### config.mk
export PLATFORM = sky130hd
export DESIGN_NAME = iob_axis_s_axi_m_write_int
export DESIGN_NICKNAME = d
export VERILOG_FILES = /design/src/rtl/iob_axis_s_axi_m_write_int.sv
export SDC_FILE = /design/constraint.sdc
export NUM_CORES = 1
export LEC_CHECK = 0
export ABC_CLOCK_PERIOD_IN_PS = 11500
export CORE_MARGIN = 2
export CORE_UTILIZATION = 51
export CTS_CLUSTER_DIAMETER = 30
export DETAILED_ROUTE_END_ITERATION = 6
export MAX_ROUTING_LAYER = met4
export PLACE_DENSITY = 0.91
export REMOVE_ABC_BUFFERS = 1
export SYNTH_ARGS = -nofsm -noshare
export SYNTH_HDL_FRONTEND = slang
export SYNTH_SLANG_ARGS = --single-unit
### constraint.sdc
create_clock -name clk_i -period 11.5 [get_ports clk_i]
set_input_delay 1.15 -clock clk_i [delete_from_list [all_inputs] [get_ports clk_i]]
set_output_delay 1.15 -clock clk_i [all_outputs]
set_load 0.03 [all_outputs]
### src/rtl/iob_axis_s_axi_m_write_int.sv
// rtl/iob_axis_s_axi_m_write_int.sv - AXI-Stream slave to AXI4 master write bridge
//
// Moves w_length_i words arriving on the AXIS input to memory starting at
// w_addr_i, splitting the transfer into INCR bursts that never cross a 4 KB page.
// Ports:
//   clk_i, cke_i, rst_i          clock, clock enable, synchronous active-high reset
//   w_addr_i, w_length_i         transfer start byte address and length in words
//   w_start_transfer_i           start pulse (ignored when busy or length is 0)
//   w_busy_o, w_error_o          transfer in progress; sticky non-OKAY bresp seen
//   axis_in_*                    stream input (data passes straight to wdata)
//   axi_aw*, axi_w*, axi_b*      AXI4 write address, data and response channels
module iob_axis_s_axi_m_write_int #(
   parameter int AXI_ADDR_W = 32,
   parameter int AXI_DATA_W = 32,
   parameter int AXI_LEN_W  = 8,
   parameter int AXI_ID_W   = 1
) (
   input  logic                    clk_i,
   input  logic                    cke_i,
   input  logic                    rst_i,
   input  logic [AXI_ADDR_W-1:0]   w_addr_i,
   input  logic [AXI_LEN_W:0]      w_length_i,
   input  logic                    w_start_transfer_i,
   output logic                    w_busy_o,
   output logic                    w_error_o,
   input  logic [AXI_DATA_W-1:0]   axis_in_data_i,
   input  logic                    axis_in_valid_i,
   output logic                    axis_in_ready_o,
   output logic [AXI_ADDR_W-1:0]   axi_awaddr_o,
   output logic                    axi_awvalid_o,
   output logic [AXI_LEN_W-1:0]    axi_awlen_o,
   input  logic                    axi_awready_i,
   output logic [AXI_ID_W-1:0]     axi_awid_o,
   output logic [2:0]              axi_awsize_o,
   output logic [1:0]              axi_awburst_o,
   output logic [1:0]              axi_awlock_o,
   output logic [3:0]              axi_awcache_o,
   output logic [3:0]              axi_awqos_o,
   output logic [AXI_DATA_W-1:0]   axi_wdata_o,
   output logic [AXI_DATA_W/8-1:0] axi_wstrb_o,
   output logic                    axi_wlast_o,
   output logic                    axi_wvalid_o,
   input  logic                    axi_wready_i,
   input  logic [1:0]              axi_bresp_i,
   input  logic [AXI_ID_W-1:0]     axi_bid_i,
   input  logic                    axi_bvalid_i,
   output logic                    axi_bready_o
);

   typedef enum logic [1:0] {WAIT_START, START_BURST, TRANSF_DATA, WAIT_BRESP} state_t;

   state_t                state_q, state_d;
   logic [AXI_ADDR_W-1:0] addr_q, addr_d;
   logic [AXI_LEN_W-1:0]  awlen_q, awlen_d;
   logic [AXI_LEN_W-1:0]  beat_q, beat_d;
   logic [AXI_LEN_W:0]    remaining_q, remaining_d;
   logic                  awvalid_q, awvalid_d;
   logic                  bready_q, bready_d;
   logic                  busy_q, busy_d;
   logic                  error_q, error_d;

   logic [AXI_LEN_W:0]    awlen_p1;
   logic [AXI_ADDR_W-1:0] step;
   logic [AXI_ADDR_W-1:0] next_base;
   logic [AXI_LEN_W:0]    next_rem;
   logic [11:0]           to_bound;
   logic [11:0]           rem_ext;
   logic [AXI_LEN_W:0]    burst_words;
   logic [AXI_LEN_W-1:0]  awlen_new;
   logic                  w_hs;
   logic                  unused_sig;

   assign unused_sig = ^{axi_bid_i, w_addr_i[1:0]};

   // Next burst geometry: from the start inputs when idle, otherwise from the
   // address just past the finished burst and the words still outstanding.
   always_comb begin
      awlen_p1 = {1'b0, awlen_q} + {{AXI_LEN_W{1'b0}}, 1'b1};
      step     = {{(AXI_ADDR_W-AXI_LEN_W-3){1'b0}}, awlen_p1, 2'b00};
      if (state_q == WAIT_START) begin
         next_base = {w_addr_i[AXI_ADDR_W-1:2], 2'b00};
         next_rem  = w_length_i;
      end else begin
         next_base = addr_q + step;
         next_rem  = remaining_q;
      end
      // Words left before the 4 KB page ends (1..1024).
      to_bound    = 12'd1024 - {2'b00, next_base[11:2]};
      rem_ext     = {{(11-AXI_LEN_W){1'b0}}, next_rem};
      // When the page limit wins it is smaller than next_rem, so it fits.
      burst_words = (rem_ext <= to_bound) ? next_rem : to_bound[AXI_LEN_W:0];
      // A full 2^LEN_W burst wraps the low bits to 0, giving awlen all ones.
      awlen_new   = burst_words[AXI_LEN_W-1:0] - {{(AXI_LEN_W-1){1'b0}}, 1'b1};
   end

   assign w_hs = (state_q == TRANSF_DATA) && axis_in_valid_i && axi_wready_i;

   always_comb begin
      state_d     = state_q;
      addr_d      = addr_q;
      awlen_d     = awlen_q;
      beat_d      = beat_q;
      remaining_d = remaining_q;
      awvalid_d   = awvalid_q;
      error_d     = error_q;
      case (state_q)
         WAIT_START: begin
            if (w_start_transfer_i && (w_length_i != '0)) begin
               addr_d      = next_base;
               awlen_d     = awlen_new;
               remaining_d = next_rem - burst_words;
               error_d     = 1'b0;
               awvalid_d   = 1'b1;
               state_d     = START_BURST;
            end
         end
         START_BURST: begin
            if (axi_awready_i) begin
               awvalid_d = 1'b0;
               beat_d    = '0;
               state_d   = TRANSF_DATA;
            end
         end
         TRANSF_DATA: begin
            if (w_hs) begin
               beat_d = beat_q + {{(AXI_LEN_W-1){1'b0}}, 1'b1};
               if (beat_q == awlen_q) state_d = WAIT_BRESP;
            end
         end
         WAIT_BRESP: begin
            if (axi_bvalid_i) begin
               if (axi_bresp_i != 2'b00) error_d = 1'b1;
               if (remaining_q == '0) begin
                  state_d = WAIT_START;
               end else begin
                  addr_d      = next_base;
                  awlen_d     = awlen_new;
                  remaining_d = next_rem - burst_words;
                  awvalid_d   = 1'b1;
                  state_d     = START_BURST;
               end
            end
         end
         default: state_d = WAIT_START;
      endcase
      busy_d   = (state_d != WAIT_START);
      bready_d = (state_d == WAIT_BRESP);
   end

   always_ff @(posedge clk_i) begin
      if (cke_i) begin
         if (rst_i) begin
            state_q     <= WAIT_START;
            addr_q      <= '0;
            awlen_q     <= '0;
            beat_q      <= '0;
            remaining_q <= '0;
            awvalid_q   <= 1'b0;
            bready_q    <= 1'b0;
            busy_q      <= 1'b0;
            error_q     <= 1'b0;
         end else begin
            state_q     <= state_d;
            addr_q      <= addr_d;
            awlen_q     <= awlen_d;
            beat_q      <= beat_d;
            remaining_q <= remaining_d;
            awvalid_q   <= awvalid_d;
            bready_q    <= bready_d;
            busy_q      <= busy_d;
            error_q     <= error_d;
         end
      end
   end

   assign w_busy_o        = busy_q;
   assign w_error_o       = error_q;
   assign axi_awaddr_o    = {addr_q[AXI_ADDR_W-1:2], 2'b00};
   assign axi_awvalid_o   = awvalid_q;
   assign axi_awlen_o     = awlen_q;
   assign axi_bready_o    = bready_q;
   assign axi_wdata_o     = axis_in_data_i;
   assign axi_wvalid_o    = (state_q == TRANSF_DATA) && axis_in_valid_i;
   assign axis_in_ready_o = (state_q == TRANSF_DATA) && axi_wready_i;
   assign axi_wlast_o     = (state_q == TRANSF_DATA) && (beat_q == awlen_q);
   assign axi_awid_o      = '0;
   assign axi_awsize_o    = 3'd2;
   assign axi_awburst_o   = 2'd1;
   assign axi_awlock_o    = 2'd0;
   assign axi_awcache_o   = 4'd2;
   assign axi_awqos_o     = 4'd0;
   assign axi_wstrb_o     = '1;

endmodule

==> implementation parameters, run 1 <==
Parameter                              Value

Status
  Status    complete, but fails checks
  Violated checks    design-rule violations

Cells and area
  Share of layout cells above drive strength 1    7.14%
  Diode insertion count for antenna repair    0
  Nets    between 700 and 800
  Layout fillers    814
  Seq. cell area    approximately 1800 um2
  Area added between synthesis and finish    17.4%
  Final core utilization    between 60% and 70%
  Multi-input combinational cell area    just over 3000 um2

STA
  Final-report hold violation count    0
  Setup ws final    approximately 4300 ps
  Setup total negative slack    0 ps
  Final setup violation count    0
  Share of the cycle needed by the critical path after routing    ~63%
  Tightest Pin Transition    between 1000 and 1500 ps
  Relative slew slack    32.1%
  Unrepaired setup endpoints after global routing    no
  Final worst path period need    between 7000 and 8000 ps
  Max-slew violation total from the final report    0
  Highest clock frequency the design can meet    approximately 140 MHz
  Setup Skew    roughly 10 ps
  Min Hold Slack    about 650 ps

Power
  Net switching share of the total power    roughly 43%
  Static Leak    between 2 and 2.5 nW
  Pwr dens    ~200 nW/um2
  Final Total Pwr    roughly 1.3 mW
  Relative contribution of sequential cells to total power    about a quarter
  Clock share of power    17.0%
  Net Switching    0.543 mW
  Internal cell power    approximately 0.72 mW
  Worst supply voltage drop on vdd    around 100 uV
  Part of the power in combinational logic    57.2%

Route
  DRT Pass-1 Iters    7
  Routed Wire Length    14800 um
  Post-route antenna net violation count    0
  Average detailed-routed wire length per instance    19.0 um
  Count of unresolved DRC violations after routing    2
  Routed via count divided by cell count    ~6.0
  First-iteration detailed-routing DRC count    433
  Routed via count    4658

Min path
  Min-delay worst type    reg2reg

Die
  Area of the die    11400 um2
  Horizontal die dimension    107 um
  Area of the core    slightly above 10000 um2
  Number of rows created at floorplan    37
  Total I/O pin count    about 180
  Vert. Die Dim    roughly 110 um
  Starting utilization of the core area    a little over half

Clock tree
  Number of buffers added to fix hold violations after cts    0
  Maximum buffer depth of the clock tree    2
  Post-CTS setup buffer count    0
  TritonCTS clock tree    built
  Max H-tree Level    3
  Root buf cell    sky130_fd_sc_hd__clkbuf_8
  Clock transition at the registers of the reported paths    approximately 80 ps
  CTS buffer count    9
  Clock sinks    just over 60
  Skew-Pair Late Insertion Delay    between 300 and 400 ps
  Resize count post-CTS    0

Run
  Maximum capacitance violations    0

GRT
  Total global-route track usage    27.4%
  Overflow left after global routing    0
  Antenna violations before repair    0
  Number of global-route vias before repair    between 4000 and 5000
  Pin count of the biggest net entering global routing    60
  First-pass GRT wire length    between 20000 and 25000 um

Placement
  Number of I/O port buffers    93
  Worst slack at placement    around 4400 ps
  RePlAce Congestion    0.983
  Post-DP HPWL    ~11000 um

Synthesis
  Synth Flop Type    sky130_fd_sc_hd__edfxtp_1
  Number of enable-type register cells in the synthesized netlist    ~60
  Cell area after synthesis    approximately 5400 um2
  Synthesis warning total    0
  FFs w/ async S/R, synth    0%
  Mean instance size in the synthesized netlist    about 9.3 um2
  Register area share after synthesis    34.0%
  Number of different library cells in the post-synthesis netlist    66
  Number of storage elements in the synthesis netlist    between 60 and 70
  Cell count after synthesis    around 600

Worst setup path
  R2R Path Start    state_q[0]
  Cell count of the worst reg-to-reg path    21
  Element type at the critical path start    register
  Capturing element of the worst setup path    remaining_q[6]
  Critical Path AT    around 7300 ps
  Worst-path fanout max    57
  Required @ worst endpoint    roughly 12000 ps
  Endpoint of the most critical register-to-register path    remaining_q[6]
  Capturing element type of the critical path    register
  Critical path class    reg2reg
  Worst setup slack for register-to-register paths    around 4300 ps
  Beginning of the critical path    state_q[0]
-- through the flow --
| step | area, um2 | instances |
|---|---|---|
| floorplan | 4990 | 532 |
| global placement | 6120 | 764 |
| detailed placement | 6120 | 764 |
| CTS | 6330 | 780 |
| global route | 6330 | 780 |
| finish | 6330 | 780 |
-- metal layers --
| metal | up-vias | global-route usage (%) | share of wire [%] |
|---|---|---|---|
| met2 | 253 | 42.2 | 48 |
| met5 | - | - | 0 |
| met1 | 2210 | 33.4 | 39 |
| li1 | 2150 | - | - |
| met4 | 0 | 10.2 | 3.1 |
| met3 | 45 | 9.48 | 9.2 |
-- state kept, by name (all words and copies together) (netlist names) --
| register | count |
|---|---|
| w_error_o | 1 |
| axi_awvalid_o | 1 |
| addr_q | 30 |
| axi_awlen_o | 8 |
| axi_bready_o | 1 |
| state_q | 2 |
| beat_q | 8 |
| remaining_q | 9 |
| w_busy_o | 1 |
-- power groups by stage --
| stage | Clock [mW] | Sequential (mW) | Combinational, mW |
|---|---|---|---|
| final | 0.214 | 0.324 | 0.720 |
| after CTS | 0.214 | 0.323 | 0.710 |
| after global placement | 0 | 0.325 | 0.676 |
| after global routing | 0.222 | 0.328 | 0.792 |
| after floorplan | 0 | 0.353 | 0.503 |
| after detailed placement | 0 | 0.328 | 0.704 |
-- cells in the final DEF, fill, tap and decap left out, types with 4 or more instances in the layout --
| cell type | count |
|---|---|
| sky130_fd_sc_hd__a311oi_1 | 4 |
| sky130_fd_sc_hd__or2_2 | 5 |
| sky130_fd_sc_hd__xnor2_1 | 30 |
| sky130_fd_sc_hd__inv_1 | 26 |
| sky130_fd_sc_hd__nor2_1 | 77 |
| sky130_fd_sc_hd__nand2_1 | 28 |
| sky130_fd_sc_hd__a21o_1 | 10 |
| sky130_fd_sc_hd__nand4_1 | 9 |
| sky130_fd_sc_hd__nand2b_1 | 5 |
| sky130_fd_sc_hd__o21ai_0 | 13 |
| sky130_fd_sc_hd__or3_1 | 5 |
| sky130_fd_sc_hd__nor4_1 | 7 |
| sky130_fd_sc_hd__xor2_1 | 23 |
| sky130_fd_sc_hd__nor2b_1 | 7 |
| sky130_fd_sc_hd__o21a_1 | 5 |
| sky130_fd_sc_hd__edfxtp_1 | 61 |
| sky130_fd_sc_hd__nor3_1 | 10 |
| sky130_fd_sc_hd__nand3_1 | 27 |
| sky130_fd_sc_hd__clkdlybuf4s50_1 | 92 |
| sky130_fd_sc_hd__mux2i_1 | 21 |
| sky130_fd_sc_hd__a211oi_1 | 21 |
| sky130_fd_sc_hd__ha_1 | 27 |
| sky130_fd_sc_hd__clkbuf_8 | 9 |
| sky130_fd_sc_hd__a21oi_1 | 15 |
| sky130_fd_sc_hd__and3_1 | 11 |
| sky130_fd_sc_hd__conb_1 | 22 |
| sky130_fd_sc_hd__o22ai_1 | 4 |
-- how the worst min path moves through the flow --
stage,from,end,cells past startpoint
floorplan,beat_q[0],beat_q[0],1
detailed placement,beat_q[0],beat_q[0],1
finish,beat_q[0],beat_q[0],1
CTS,beat_q[0],beat_q[0],1
global route,beat_q[0],beat_q[0],1
global placement,beat_q[0],beat_q[0],1
-- cells in the mapped netlist, types with 3 or more instances --
cell type | n | share of area (%)
sky130_fd_sc_hd__o22ai_1 | 4 | 0.46
sky130_fd_sc_hd__and3_1 | 11 | 1.3
sky130_fd_sc_hd__mux2i_1 | 21 | 3.9
sky130_fd_sc_hd__nor3_1 | 10 | 0.93
sky130_fd_sc_hd__or2_2 | 4 | 0.46
sky130_fd_sc_hd__o21ai_0 | 13 | 1.2
sky130_fd_sc_hd__nand2b_1 | 5 | 0.58
sky130_fd_sc_hd__nor3b_1 | 3 | 0.42
sky130_fd_sc_hd__a21o_1 | 10 | 1.4
sky130_fd_sc_hd__a211oi_2 | 3 | 0.70
sky130_fd_sc_hd__buf_4 | 54 | 7.5
sky130_fd_sc_hd__a21oi_2 | 3 | 0.49
sky130_fd_sc_hd__nand4_1 | 9 | 1.0
sky130_fd_sc_hd__o21a_1 | 5 | 0.70
sky130_fd_sc_hd__or3_1 | 5 | 0.58
sky130_fd_sc_hd__a211oi_1 | 21 | 2.9
sky130_fd_sc_hd__xnor2_1 | 30 | 4.9
sky130_fd_sc_hd__o21bai_1 | 3 | 0.42
sky130_fd_sc_hd__nand2_1 | 28 | 1.9
sky130_fd_sc_hd__a21oi_1 | 16 | 1.5
sky130_fd_sc_hd__clkbuf_1 | 13 | 0.90
sky130_fd_sc_hd__and4_1 | 3 | 0.49
sky130_fd_sc_hd__and2_1 | 3 | 0.35
sky130_fd_sc_hd__mux2_4 | 3 | 0.83
sky130_fd_sc_hd__inv_1 | 26 | 1.8
sky130_fd_sc_hd__ha_1 | 27 | 6.3
sky130_fd_sc_hd__edfxtp_1 | 61 | 34
sky130_fd_sc_hd__nor4_1 | 7 | 0.81
sky130_fd_sc_hd__nand3_1 | 27 | 2.5
sky130_fd_sc_hd__xor2_1 | 23 | 3.7
sky130_fd_sc_hd__a311oi_1 | 4 | 0.65
sky130_fd_sc_hd__nor2b_1 | 7 | 0.81
sky130_fd_sc_hd__nor2_1 | 78 | 5.4
-- cells by family after synthesis --
| group | Yosys count | synth area share [%] |
|---|---|---|
| other | 2 | 0.139 |
| AO/OA/AOI/OAI | 106 | 15.3 |
| XOR/XNOR | 54 | 8.91 |
| multiplexers | 25 | 4.99 |
| flip-flops | 61 | 34.0 |
| buffers and inverters | 98 | 10.9 |
| AND/OR/NAND/NOR | 208 | 18.9 |
| adder cells (fa/ha/maj) | 29 | 7.00 |
-- critical path, cell delays in order, from the launching register on --
cell and delay (ps):
sky130_fd_sc_hd__edfxtp_1 610, sky130_fd_sc_hd__or2_2 870, sky130_fd_sc_hd__mux2i_2 480, sky130_fd_sc_hd__o21ai_1 260, sky130_fd_sc_hd__xnor2_1 520, sky130_fd_sc_hd__clkinv_1 390, sky130_fd_sc_hd__ha_1 390, sky130_fd_sc_hd__o21a_1 110
sky130_fd_sc_hd__o21ai_0 170, sky130_fd_sc_hd__nand2b_1 90, sky130_fd_sc_hd__a211oi_1 250, sky130_fd_sc_hd__a2111o_1 250, sky130_fd_sc_hd__a21o_1 560, sky130_fd_sc_hd__mux2i_1 390, sky130_fd_sc_hd__ha_1 240, sky130_fd_sc_hd__fa_1 210
sky130_fd_sc_hd__inv_1 50, sky130_fd_sc_hd__a21o_1 190, sky130_fd_sc_hd__and4_1 220, sky130_fd_sc_hd__o41a_1 430, sky130_fd_sc_hd__nor3_1 210, sky130_fd_sc_hd__nor3_2 80
-- area by class of cell --
class,instances,share of cell area [%]
clock inverter,6,1.38
sequential,61,28.9
multi-input combinational,444,48.4
clock buffer,10,2.02
inverter,27,1.60
tap,136,2.69
timing repair buffer,96,15.0
(Power assumes the default switching activity.)
==> inputs of run 2 (changes only) <==
--- a/config.mk
+++ b/config.mk
@@ -5,13 +5,13 @@
 export SDC_FILE = /design/constraint.sdc
 export NUM_CORES = 1
 export LEC_CHECK = 0
-export ABC_CLOCK_PERIOD_IN_PS = 11500
+export ABC_CLOCK_PERIOD_IN_PS = 7520
 export CORE_MARGIN = 2
-export CORE_UTILIZATION = 51
+export CORE_UTILIZATION = 47
 export CTS_CLUSTER_DIAMETER = 30
 export DETAILED_ROUTE_END_ITERATION = 6
 export MAX_ROUTING_LAYER = met4
-export PLACE_DENSITY = 0.91
+export PLACE_DENSITY = 0.85
 export REMOVE_ABC_BUFFERS = 1
 export SYNTH_ARGS = -nofsm -noshare
 export SYNTH_HDL_FRONTEND = slang
==> constraint.sdc (replaced) <==
create_clock -name clk_i -period 7.52 [get_ports clk_i]
set_input_delay 0.752 -clock clk_i [delete_from_list [all_inputs] [get_ports clk_i]]
set_output_delay 0.752 -clock clk_i [all_outputs]
set_load 0.03 [all_outputs]
==> run 2 against run 1 <==
  * The run now ends clean
  * Worst setup slack got worse by 3600 ps
  * Sequential share of layout area down 0.42 points
  * Non-clock buffer count rose by 2
  * Utilization is 4.9 points lower
  * Clock-buffer cell count up 1
  * Flip-flop and latch count did not move
  * Sequential power rose by 53%
  * Maximum frequency up 5.0%
  * Total power is 60% higher
  * Wire length hardly changed
  * Critical endpoint is now remaining_q[7]
  * Largest power group unchanged
==> implementation parameters, run 2 (synthesis results as in run 1) <==
Parameter                              Value

Worst setup path
  Capturing element of the worst setup path    remaining_q[7]
  Biggest cell delay along the critical path    around 520 ps
  Worst setup slack for register-to-register paths    620 ps
  Cell count of the worst reg-to-reg path    25
  Beginning of the critical path    axi_awlen_o[0]
  R2R Path Start    axi_awlen_o[0]
  Critical path class    reg2reg
  Element type at the critical path start    register
  Endpoint of the most critical register-to-register path    remaining_q[7]
  Crit path top cell by count    sky130_fd_sc_hd__ha_1
  Crit path max-delay family    compound AO/OA/AOI/OAI gates
  Number of logic stages on the critical path including buffering    25
  Critical Path AT    about 7000 ps
  Critical Path Slowest Stage Cell    sky130_fd_sc_hd__xnor2_1
  Worst-path fanout max    8
  Required @ worst endpoint    approximately 7600 ps
  Buffering stage count on the worst path with inverters included    2
  Capturing element type of the critical path    register

Clock tree
  Skew-Pair Late Insertion Delay    340 ps
  Clock transition at the registers of the reported paths    about 60 ps
  Post-CTS setup buffer count    0
  Maximum buffer depth of the clock tree    2
  TritonCTS clock tree    built
  CTS buffer count    9
  Number of buffers added to fix hold violations after cts    0
  Clock sinks    between 60 and 70
  Root buf cell    sky130_fd_sc_hd__clkbuf_16
  Resize count post-CTS    0
  Max H-tree Level    3

Route
  First-iteration detailed-routing DRC count    434
  DRT Pass-1 Iters    6
  Met3 Wirelength    around 1300 um
  Count of unresolved DRC violations after routing    0
  Average detailed-routed wire length per instance    ~19 um
  Routed length on met2    6940 um
  Top layer in use    met4
  DRT met1 WL    6170 um
  Routed Wire Length    roughly 15000 um
  Routed via count divided by cell count    around 6.0
  Routed via count    between 4000 and 5000
  Post-route antenna net violation count    0

Power
  Relative contribution of sequential cells to total power    between 20% and 30%
  Pwr dens    ~310 nW/um2
  Clock share of power    around a fifth
  Worst supply voltage drop on vdd    between 150 and 200 uV
  Internal cell power    1.17 mW
  Net switching share of the total power    roughly two fifths
  Part of the power in combinational logic    approximately 55%
  Final Total Pwr    approximately 2.0 mW
  Static Leak    2.51 nW
  Net Switching    0.841 mW

STA
  Setup ws final    between 600 and 700 ps
  Setup Skew    approximately 6.5 ps
  Relative slew slack    51.7%
  Setup total negative slack    0 ps
  Final-report hold violation count    0
  Tightest Pin Transition    between 700 and 800 ps
  Min Hold Slack    approximately 640 ps
  Unrepaired setup endpoints after global routing    no
  Final setup violation count    0
  Share of the cycle needed by the critical path after routing    ~90%
  Max-slew violation total from the final report    0
  Highest clock frequency the design can meet    145 MHz
  Final worst path period need    between 6000 and 7000 ps

Status
  Status    finished, final reports clean

Cells and area
  Commonest non-fill, non-tap cell in the layout    sky130_fd_sc_hd__clkdlybuf4s50_1
  Final non-filler cell total    789
  Registers with the highest flip-flop counts    addr_q (30), remaining_q (9)
  Design area    roughly 6400 um2
  Layout fillers    963
  Nets    about 750
  Most used cells in the layout excluding fill and tap cells    sky130_fd_sc_hd__clkdlybuf4s50_1, sky130_fd_sc_hd__nor2_1, sky130_fd_sc_hd__edfxtp_1, sky130_fd_sc_hd__xnor2_1, sky130_fd_sc_hd__nand2_1
  Multi-input combinational cell area    3070 um2
  Final core utilization    between 50% and 60%
  Diode insertion count for antenna repair    0
  Share of layout cells above drive strength 1    around 7.1%
  Flip-flop count of the largest register after layout    30
  Seq. cell area    1830 um2
  Largest register by flop count    addr_q
  Area added between synthesis and finish    19.1%

Die
  Number of rows created at floorplan    39
  Horizontal die dimension    111 um
  Area of the core    ~11000 um2
  Starting utilization of the core area    a little under half
  Vert. Die Dim    about 110 um
  Total I/O pin count    183
  Area of the die    ~12000 um2

Min path
  Min-delay worst type    reg2reg
  Startpoint of the lowest-slack hold path    beat_q[0]

GRT
  Number of global-route vias before repair    approximately 4700
  Total global-route track usage    24.6%
  Pin count of the biggest net entering global routing    60
  Antenna violations before repair    0
  Overflow left after global routing    0
  First-pass GRT wire length    between 20000 and 25000 um

Placement
  Cell area after placement    6140 um2
  Cell Count Post-Placement    773
  RePlAce Congestion    0.995
  Worst slack at placement    roughly 760 ps
  Number of I/O port buffers    93
  Post-DP HPWL    ~11000 um

Run
  Maximum capacitance violations    0
-- run 2: cell types whose count changed in the layout (fill, tap and decap cells not counted) --
cell                         delta
sky130_fd_sc_hd__clkinv_1       +1
sky130_fd_sc_hd__buf_4          +2
sky130_fd_sc_hd__clkinv_2       +1
sky130_fd_sc_hd__bufinv_16      -1
sky130_fd_sc_hd__clkinvlp_4     -2
sky130_fd_sc_hd__clkbuf_8       -9
sky130_fd_sc_hd__clkbuf_16      +9
sky130_fd_sc_hd__clkbuf_1       +1
-- run 2: area by class of cell --
type | count | area share, %
clock buffers | 11 | 3.62
clock inverters | 5 | 0.798
inverters | 27 | 1.58
well taps | 143 | 2.78
flip-flops and latches | 61 | 28.5
multi-input cells | 444 | 47.7
repair buffers | 98 | 15.0
-- run 2: power groups by stage --
stage,Combinational (mW),Clock [mW],Sequential (mW)
after floorplan,0.769,0,0.539
after global placement,1.04,0,0.498
after detailed placement,1.08,0,0.501
after CTS,1.09,0.411,0.495
after global routing,1.21,0.424,0.501
final,1.10,0.407,0.496
-- run 2: worst min path at each step --
stage	end	slack, ps	depth (start not counted)
after floorplan	beat_q[0]	600	1
after global placement	beat_q[0]	620	1
after detailed placement	beat_q[0]	640	1
after CTS	beat_q[0]	640	1
after global routing	beat_q[0]	670	1
final	beat_q[0]	640	1
-- run 2: metal layers --
layer | vias up | global-route usage (%)
met5 | - | -
met3 | 32 | 8.64
met2 | 247 | 37.6
met4 | 0 | 9.47
met1 | 2279 | 30.2
li1 | 2148 | -
-- run 2: worst register-to-register path: cells and delay by family (launching register included) --
family,cells,cell delay [ps]
flip-flops,1,490
multiplexers,2,650
AO/OA/AOI/OAI,10,2220
adder cells (fa/ha/maj),4,1530
buffers and inverters,2,460
XOR/XNOR,2,720
AND/OR/NAND/NOR,5,590
